==> src/rtl/uart_fifo_top_pkg.sv <==
// ---------------------------------------------------------------------------
// uart_fifo_top_pkg
// Shared definitions for the FIFO-buffered 8N1 UART:
//   - uart_state_e : state encoding used by both the RX and TX frame FSMs
//   - *_DEF        : default values for the top-level parameters
// No ports (package).
// ---------------------------------------------------------------------------
package uart_fifo_top_pkg;

    typedef enum logic [1:0] {
        ST_IDLE  = 2'd0,
        ST_START = 2'd1,
        ST_DATA  = 2'd2,
        ST_STOP  = 2'd3
    } uart_state_e;

    localparam int DBIT_DEF    = 8;    // data bits per frame
    localparam int SB_TICK_DEF = 16;   // oversampling ticks in the stop bit
    localparam int DVSR_DEF    = 163;  // clocks per oversampling tick
    localparam int FIFO_W_DEF  = 2;    // FIFO address width (depth 2**FIFO_W)

endpackage : uart_fifo_top_pkg

==> src/rtl/uart_fifo.sv <==
// ---------------------------------------------------------------------------
// uart_fifo
// Register-array FIFO with wrap-around pointers and registered full/empty
// flags. Read data is first-word-fall-through (r_data = mem[r_ptr]).
// Ports:
//   clk    in          clock, rising edge
//   rst_n  in          asynchronous reset, active-low
//   rd     in          pop the head word (ignored while empty)
//   wr     in          push w_data (dropped while full unless rd pops too)
//   w_data in  DATA_W  word to push
//   empty  out         FIFO empty
//   full   out         FIFO full
//   r_data out DATA_W  head word
// ---------------------------------------------------------------------------
module uart_fifo #(
    parameter int DATA_W = 8,
    parameter int ADDR_W = 2
) (
    input  logic              clk,
    input  logic              rst_n,
    input  logic              rd,
    input  logic              wr,
    input  logic [DATA_W-1:0] w_data,
    output logic              empty,
    output logic              full,
    output logic [DATA_W-1:0] r_data
);

    localparam int DEPTH = 1 << ADDR_W;

    logic [DATA_W-1:0] mem_r [DEPTH];
    logic [ADDR_W-1:0] w_ptr_r;
    logic [ADDR_W-1:0] r_ptr_r;
    logic [ADDR_W-1:0] w_ptr_inc_s;
    logic [ADDR_W-1:0] r_ptr_inc_s;
    logic              empty_r;
    logic              full_r;
    logic              wr_en_s;
    logic              rd_en_s;

    // A write while full still succeeds when the same cycle pops a word:
    // the slot being vacated is the one being written.
    assign wr_en_s     = wr & (~full_r | rd);
    assign rd_en_s     = rd & ~empty_r;
    assign w_ptr_inc_s = w_ptr_r + {{(ADDR_W-1){1'b0}}, 1'b1};
    assign r_ptr_inc_s = r_ptr_r + {{(ADDR_W-1){1'b0}}, 1'b1};

    // Storage array; cleared on reset so the head reads as zero.
    always_ff @(posedge clk or negedge rst_n) begin
        if (!rst_n) begin
            for (int i = 0; i < DEPTH; i++) begin
                mem_r[i] <= {DATA_W{1'b0}};
            end
        end else if (wr_en_s) begin
            mem_r[w_ptr_r] <= w_data;
        end
    end

    // Pointer and flag update.
    always_ff @(posedge clk or negedge rst_n) begin
        if (!rst_n) begin
            w_ptr_r <= {ADDR_W{1'b0}};
            r_ptr_r <= {ADDR_W{1'b0}};
            empty_r <= 1'b1;
            full_r  <= 1'b0;
        end else begin
            case ({wr_en_s, rd_en_s})
                2'b10: begin
                    w_ptr_r <= w_ptr_inc_s;
                    empty_r <= 1'b0;
                    full_r  <= (w_ptr_inc_s == r_ptr_r);
                end
                2'b01: begin
                    r_ptr_r <= r_ptr_inc_s;
                    full_r  <= 1'b0;
                    empty_r <= (r_ptr_inc_s == w_ptr_r);
                end
                2'b11: begin
                    // Occupancy unchanged, so the flags hold.
                    w_ptr_r <= w_ptr_inc_s;
                    r_ptr_r <= r_ptr_inc_s;
                end
                default: begin
                    w_ptr_r <= w_ptr_r;
                    r_ptr_r <= r_ptr_r;
                end
            endcase
        end
    end

    assign empty  = empty_r;
    assign full   = full_r;
    assign r_data = mem_r[r_ptr_r];

endmodule : uart_fifo

==> src/rtl/uart_fifo_top.sv <==
// ---------------------------------------------------------------------------
// uart_fifo_top
// Full-duplex 8N1 UART: free-running baud-tick generator, 16x oversampling
// receiver, transmitter, and a FIFO on each direction toward the host.
// Ports:
//   i_clk      in        system clock, rising edge
//   i_reset    in        asynchronous reset, active-low
//   i_rd_uart  in        pop RX FIFO head
//   i_wr_uart  in        push i_w_data into TX FIFO
//   i_rx       in        serial input, idles high
//   i_w_data   in  DBIT  word to transmit
//   o_tx_full  out       TX FIFO full
//   o_rx_empty out       RX FIFO empty
//   o_tx       out       serial output, idles high (registered)
//   o_r_data   out DBIT  RX FIFO head (first-word-fall-through)
// ---------------------------------------------------------------------------
module uart_fifo_top
    import uart_fifo_top_pkg::*;
#(
    parameter int DBIT    = DBIT_DEF,
    parameter int SB_TICK = SB_TICK_DEF,
    parameter int DVSR    = DVSR_DEF,
    parameter int FIFO_W  = FIFO_W_DEF
) (
    input  logic            i_clk,
    input  logic            i_reset,
    input  logic            i_rd_uart,
    input  logic            i_wr_uart,
    input  logic            i_rx,
    input  logic [DBIT-1:0] i_w_data,
    output logic            o_tx_full,
    output logic            o_rx_empty,
    output logic            o_tx,
    output logic [DBIT-1:0] o_r_data
);

    localparam int          CW       = (DVSR > 1) ? $clog2(DVSR) : 1;
    localparam int          NW       = (DBIT > 1) ? $clog2(DBIT) : 1;
    localparam logic [CW-1:0] CNT_LAST = CW'(DVSR - 1);
    localparam logic [NW-1:0] N_LAST   = NW'(DBIT - 1);
    localparam logic [5:0]  SB_LAST  = 6'(SB_TICK - 1);
    localparam logic [5:0]  MID_TICK = 6'd7;
    localparam logic [5:0]  BIT_LAST = 6'd15;

    // ---------------- baud generator ----------------
    logic [CW-1:0] baud_cnt_r;
    logic          tick_s;

    assign tick_s = (baud_cnt_r == CNT_LAST);

    // Free-running divide-by-DVSR counter.
    always_ff @(posedge i_clk or negedge i_reset) begin
        if (!i_reset) begin
            baud_cnt_r <= {CW{1'b0}};
        end else if (tick_s) begin
            baud_cnt_r <= {CW{1'b0}};
        end else begin
            baud_cnt_r <= baud_cnt_r + {{(CW-1){1'b0}}, 1'b1};
        end
    end

    // ---------------- receiver ----------------
    uart_state_e     rx_state_r, rx_state_n;
    logic [5:0]      rx_s_r, rx_s_n;
    logic [NW-1:0]   rx_n_r, rx_n_n;
    logic [DBIT-1:0] rx_b_r, rx_b_n;
    logic            rx_meta_r, rx_sync_r;
    logic            rx_done_s;
    logic            rx_full_s;

    // Two-flop synchronizer on the asynchronous serial input.
    always_ff @(posedge i_clk or negedge i_reset) begin
        if (!i_reset) begin
            rx_meta_r <= 1'b1;
            rx_sync_r <= 1'b1;
        end else begin
            rx_meta_r <= i_rx;
            rx_sync_r <= rx_meta_r;
        end
    end

    // RX FSM state register.
    always_ff @(posedge i_clk or negedge i_reset) begin
        if (!i_reset) begin
            rx_state_r <= ST_IDLE;
            rx_s_r     <= 6'd0;
            rx_n_r     <= {NW{1'b0}};
            rx_b_r     <= {DBIT{1'b0}};
        end else begin
            rx_state_r <= rx_state_n;
            rx_s_r     <= rx_s_n;
            rx_n_r     <= rx_n_n;
            rx_b_r     <= rx_b_n;
        end
    end

    // RX next-state: sample mid start bit, then every 16 ticks.
    always_comb begin
        rx_state_n = rx_state_r;
        rx_s_n     = rx_s_r;
        rx_n_n     = rx_n_r;
        rx_b_n     = rx_b_r;
        rx_done_s  = 1'b0;
        case (rx_state_r)
            ST_IDLE: begin
                if (!rx_sync_r) begin
                    rx_state_n = ST_START;
                    rx_s_n     = 6'd0;
                end else begin
                    rx_state_n = ST_IDLE;
                end
            end
            ST_START: begin
                if (tick_s) begin
                    if (rx_s_r == MID_TICK) begin
                        // Line back high at mid start bit: treat as a glitch.
                        if (!rx_sync_r) begin
                            rx_state_n = ST_DATA;
                            rx_s_n     = 6'd0;
                            rx_n_n     = {NW{1'b0}};
                        end else begin
                            rx_state_n = ST_IDLE;
                        end
                    end else begin
                        rx_s_n = rx_s_r + 6'd1;
                    end
                end else begin
                    rx_s_n = rx_s_r;
                end
            end
            ST_DATA: begin
                if (tick_s) begin
                    if (rx_s_r == BIT_LAST) begin
                        rx_s_n = 6'd0;
                        rx_b_n = {rx_sync_r, rx_b_r[DBIT-1:1]};
                        if (rx_n_r == N_LAST) begin
                            rx_state_n = ST_STOP;
                        end else begin
                            rx_n_n = rx_n_r + {{(NW-1){1'b0}}, 1'b1};
                        end
                    end else begin
                        rx_s_n = rx_s_r + 6'd1;
                    end
                end else begin
                    rx_s_n = rx_s_r;
                end
            end
            ST_STOP: begin
                if (tick_s) begin
                    if (rx_s_r == SB_LAST) begin
                        rx_state_n = ST_IDLE;
                        rx_done_s  = 1'b1;
                    end else begin
                        rx_s_n = rx_s_r + 6'd1;
                    end
                end else begin
                    rx_s_n = rx_s_r;
                end
            end
            default: begin
                rx_state_n = ST_IDLE;
            end
        endcase
    end

    // A word arriving while the RX FIFO is full is dropped unless the host
    // pops in the same cycle; the FIFO applies the same rule, this just
    // keeps the intent visible here.
    uart_fifo #(.DATA_W(DBIT), .ADDR_W(FIFO_W)) u_rx_fifo (
        .clk    (i_clk),
        .rst_n  (i_reset),
        .rd     (i_rd_uart),
        .wr     (rx_done_s & (~rx_full_s | i_rd_uart)),
        .w_data (rx_b_r),
        .empty  (o_rx_empty),
        .full   (rx_full_s),
        .r_data (o_r_data)
    );

    // ---------------- transmitter ----------------
    uart_state_e     tx_state_r, tx_state_n;
    logic [5:0]      tx_s_r, tx_s_n;
    logic [NW-1:0]   tx_n_r, tx_n_n;
    logic [DBIT-1:0] tx_b_r, tx_b_n;
    logic            tx_r, tx_n;
    logic            tx_pop_s;
    logic            tx_empty_s;
    logic [DBIT-1:0] tx_head_s;

    uart_fifo #(.DATA_W(DBIT), .ADDR_W(FIFO_W)) u_tx_fifo (
        .clk    (i_clk),
        .rst_n  (i_reset),
        .rd     (tx_pop_s),
        .wr     (i_wr_uart),
        .w_data (i_w_data),
        .empty  (tx_empty_s),
        .full   (o_tx_full),
        .r_data (tx_head_s)
    );

    // TX FSM state register and registered serial output.
    always_ff @(posedge i_clk or negedge i_reset) begin
        if (!i_reset) begin
            tx_state_r <= ST_IDLE;
            tx_s_r     <= 6'd0;
            tx_n_r     <= {NW{1'b0}};
            tx_b_r     <= {DBIT{1'b0}};
            tx_r       <= 1'b1;
        end else begin
            tx_state_r <= tx_state_n;
            tx_s_r     <= tx_s_n;
            tx_n_r     <= tx_n_n;
            tx_b_r     <= tx_b_n;
            tx_r       <= tx_n;
        end
    end

    // TX next-state: each bit held for 16 ticks (SB_TICK for stop).
    always_comb begin
        tx_state_n = tx_state_r;
        tx_s_n     = tx_s_r;
        tx_n_n     = tx_n_r;
        tx_b_n     = tx_b_r;
        tx_n       = 1'b1;
        tx_pop_s   = 1'b0;
        case (tx_state_r)
            ST_IDLE: begin
                tx_n = 1'b1;
                if (!tx_empty_s) begin
                    tx_b_n     = tx_head_s;
                    tx_pop_s   = 1'b1;
                    tx_state_n = ST_START;
                    tx_s_n     = 6'd0;
                end else begin
                    tx_state_n = ST_IDLE;
                end
            end
            ST_START: begin
                tx_n = 1'b0;
                if (tick_s) begin
                    if (tx_s_r == BIT_LAST) begin
                        tx_state_n = ST_DATA;
                        tx_s_n     = 6'd0;
                        tx_n_n     = {NW{1'b0}};
                    end else begin
                        tx_s_n = tx_s_r + 6'd1;
                    end
                end else begin
                    tx_s_n = tx_s_r;
                end
            end
            ST_DATA: begin
                tx_n = tx_b_r[0];
                if (tick_s) begin
                    if (tx_s_r == BIT_LAST) begin
                        tx_s_n = 6'd0;
                        tx_b_n = {1'b0, tx_b_r[DBIT-1:1]};
                        if (tx_n_r == N_LAST) begin
                            tx_state_n = ST_STOP;
                        end else begin
                            tx_n_n = tx_n_r + {{(NW-1){1'b0}}, 1'b1};
                        end
                    end else begin
                        tx_s_n = tx_s_r + 6'd1;
                    end
                end else begin
                    tx_s_n = tx_s_r;
                end
            end
            ST_STOP: begin
                tx_n = 1'b1;
                if (tick_s) begin
                    if (tx_s_r == SB_LAST) begin
                        tx_state_n = ST_IDLE;
                    end else begin
                        tx_s_n = tx_s_r + 6'd1;
                    end
                end else begin
                    tx_s_n = tx_s_r;
                end
            end
            default: begin
                tx_state_n = ST_IDLE;
                tx_n       = 1'b1;
            end
        endcase
    end

    assign o_tx = tx_r;

endmodule : uart_fifo_top

==> config.mk <==
export PLATFORM = sky130hd
export DESIGN_NAME = uart_fifo_top
export DESIGN_NICKNAME = d
export VERILOG_FILES = /design/src/rtl/uart_fifo_top_pkg.sv /design/src/rtl/uart_fifo.sv /design/src/rtl/uart_fifo_top.sv
export SDC_FILE = /design/constraint.sdc
export NUM_CORES = 1
export LEC_CHECK = 0
export ABC_AREA = 1
export BUFFER_PORTS_ARGS = -buffer_cell sky130_fd_sc_hd__buf_2
export CORE_MARGIN = 4
export CORE_UTILIZATION = 50
export DETAILED_ROUTE_END_ITERATION = 6
export PLACE_DENSITY = 0.67
export REMOVE_ABC_BUFFERS = 1
export SYNTH_ARGS = -nofsm -noshare
export SYNTH_HDL_FRONTEND = slang
export SYNTH_HIERARCHICAL = 1
export SYNTH_SLANG_ARGS = --single-unit
export TNS_END_PERCENT = 10
==> constraint.sdc <==
create_clock -name i_clk -period 2.3 [get_ports i_clk]
set_clock_uncertainty 0.2 [all_clocks]
set_input_delay 0.46 -clock i_clk [delete_from_list [all_inputs] [get_ports i_clk]]
set_output_delay 0.46 -clock i_clk [all_outputs]
set_load 0.03 [all_outputs]
==> results.txt <==
outcome = finished, final reports clean
register area = 3134 um2
Int Pwr = 4803 uW
setup violators final = 0
port buffer count = 23
master of the slowest instance on the critical path = dfrtp_1
MaxCap Viol Count = 0
Tcrit/Tclk final = 97.57%
CP Cell Sequence = buf_6, o21ai_0, o22ai_1, buf_2
area leader, netlist = dfrtp_1
VDD IR max = 0.5540 mV
EDFF count, synth = 0
synth warn = 6
Die W = 120.0 um
Synth Flop Type = dfrtp_1
Cell variety after synth = 35
Core Area = 12,160 um2
worst min path class = reg -> reg
commonest non-fill, non-tap cells in the layout = nand2_1 (196), o21ai_0 (127), dfrtp_1 (120)
Core Rows = 40
CP max stage delay = 400 ps
switching power of the nets = 2170 uW
clock-pin slew of the registers on the worst-case setup and hold paths = 50 ps
Die Span Y = 120.0 um
Layout Cells excl Fill = 986
post-route cell area = 7292 um2
Avg Synthesized Cell Area = 8.190 um2
Leakage = 0.003491 uW
DRT Pass-1 Iters = 5
deepest clock path buffer count = 2
n_diodes = 0
number of global-route vias before repair = 5,216
DP Cell Count = 948
Sw Share = 31.12%
placed cell areas = 6561 um2
fillers = 1,077
RSZ-0062 raised after global routing = true
commonest non-fill, non-tap cell in the layout = nand2_1
Routed Antenna Nets = 0
detailed-route via count = 5,143
Worst EP arrival = 1580 ps
routability cong. = 0.8224
Nets = 840
Tmin final = 2244 ps
Setup crit end kind = output pin
drt wl/cell = 13.27 um
CP required = 1640 ps
CP Launch Type = flop
worst-skew pair later-pin latency = 410 ps
dpl hpwl = 8763 um
multi-input logic area = 2691 um2
Worst slew margin = 63.06%
Clk network pwr share = 38.0%
Final Hold Slack = 155.2 ps
initial antenna violation count = 0
fin util = 59.96%
final hold vios = 0
H-Tree Depth = 4
Peak Freq = 0.4456 GHz
Min-Delay Path Depth = 0
FF-to-FF path depth = 11
Reg power frac = 39.0%
post-synth top area share = 47.87%
Combinational Power Share = 23.0%
crit-path max FO = 18
largest net degree at the start of global routing = 43
Async SR Flop Fraction = 100.0%
layout cell share with drive strength beyond 1 = 13.45%
Pins Over Slew Limit = 0
drt total wl = 13,080 um
initial DRC count = 356
DRC violations left = 0
Synth Cell Area = 6274 um2
measured slew at the worst slew-check pin = 552.8 ps
top area cells in the synthesized netlist = dfrtp_1 (48%), nand2_1 (12%), o21ai_0 (10%), inv_1 (4.8%), nor2_1 (4.7%)
global route overflow = 0
CTS root buf = clkbuf_16
io pins = 24
kind of critical path = reg -> out
Num CTS Buffers = 17
Initial Util = 51.58%
total track usage = 19.61%
power per cell area = 956.2 nW/um2
Post-Syn Instances = 766
DIE AREA = 14,400 um2
#FFs+latches synth = 125
Worst R2R Setup Slack = 110 ps
clock sink count = 125
Area Growth Syn to Fin = 16.23%
vias per cell = 5.216
CTS tree = done
first-pass GRT wire length = 22,940 um
post-synthesis sequential area ratio = 49.96%
==> power by group through the flow <==
| stage | combinational (uW) | clock, uW | sequential (uW) |
|---|---|---|---|
| 3_5_place_dp | 1530 | 0 | 2740 |
| 5_1_grt | 1810 | 2830 | 2760 |
| 3_3_place_gp | 1490 | 0 | 2730 |
| 2_1_floorplan | 1010 | 0 | 2760 |
| 4_1_cts | 1550 | 2700 | 2710 |
| 6_report | 1600 | 2650 | 2720 |
==> cell type report <==
cell class | instances | area share [%]
clock buffers | 24 | 6.743
clock inverters | 8 | 1.476
inverters | 86 | 4.513
multi-input cells | 531 | 36.91
flip-flops and latches | 125 | 42.98
well taps | 168 | 2.883
repair buffers | 44 | 4.496
==> worst max-delay path, delay by kind of cell (launching register included) <==
| kind | cells | cell delay [ps] |
|---|---|---|
| DFF | 1 | 400 |
| buffers and inverters | 2 | 450 |
| AOI/OAI and AO/OA | 2 | 330 |
==> worst paths after layout <==
check | from | end
max | u_rx_fifo/r_ptr_r[0] | o_r_data[5]
min | rx_meta_r | rx_sync_r
max reg2reg | baud_cnt_r[0] | u_rx_fifo/full
min reg2reg | rx_meta_r | rx_sync_r
max in group asynchronous | i_reset | u_rx_fifo/empty
min in group asynchronous | i_reset | u_rx_fifo/mem_r[8]
==> state kept, by name, summed over array words and instances, names as in the netlist, 2 cells and up, named ones only <==
| signal | count |
|---|---|
| tx_b_r | 8 |
| tx_state_r | 2 |
| u_tx_fifo/mem_r | 32 |
| rx_s_r | 6 |
| u_tx_fifo/r_ptr_r | 2 |
| baud_cnt_r | 8 |
| u_rx_fifo/mem_r | 32 |
| u_rx_fifo/w_ptr_r | 2 |
| rx_n_r | 3 |
| rx_b_r | 8 |
| u_rx_fifo/r_ptr_r | 2 |
| u_tx_fifo/w_ptr_r | 2 |
| tx_s_r | 6 |
| tx_n_r | 3 |
==> through the flow <==
| step | total power (uW) | setup TNS (ps) | worst slack (ps) |
|---|---|---|---|
| floorplan | 3773 | 0 | 193.8 |
| detailed placement | 4273 | 0 | 10.56 |
| finish | 6972 | 0 | 55.99 |
| global placement | 4217 | 0 | 65.54 |
| CTS | 6966 | 0 | 2.072 |
| global route | 7402 | -218.0 | -71.25 |
==> synthesized netlist by cell type (all sizes together), types with 2 or more instances <==
cell type / instances
nand2: 202
o21ai: 138
dfrtp: 120
inv: 84
nor2: 81
nand3: 31
ha: 22
o22ai: 16
a21oi: 15
buf: 15
clkbuf: 9
nand4: 7
xor2: 7
dfstp: 5
or2: 4
clkinv: 2
nor3: 2
==> layer usage <==
metal / part of all wire, % / track usage [%] / up-vias / wire length [um]
met5: 0 / 0 / - / 0
met4: 1.4 / 7.874 / 0 / 189
met3: 4.6 / 5.372 / 18 / 597
met2: 50 / 33.86 / 128 / 6509
met1: 44 / 23.09 / 2437 / 5786
li1: - / - / 2560 / -
==> what timing repair did <==
| action | 4_1_cts | 5_1_grt |
|---|---|---|
| cloned | 0 | 1 |
| pin swaps | 0 | 3 |
| gates resized for setup | 3 | 22 |
| endpoints found under the hold margin | 33 | 0 |
| hold buffers | 2 | 0 |
| setup buffers | 0 | 3 |
| endpoints found under the setup margin | 18 | 68 |
==> cells by family after synthesis <==
kind of cell               Yosys count  share of synthesized area [%]
and+or+nand+nor                    329                          21.60
AOI/OAI and AO/OA                  172                          14.96
DFF                                125                          49.96
buffers and inverters              110                          7.978
adders and majority gates           22                          4.388
xor gates and xnor gates             8                          1.117
No activity file was read; power rests on OpenSTA's default activity.
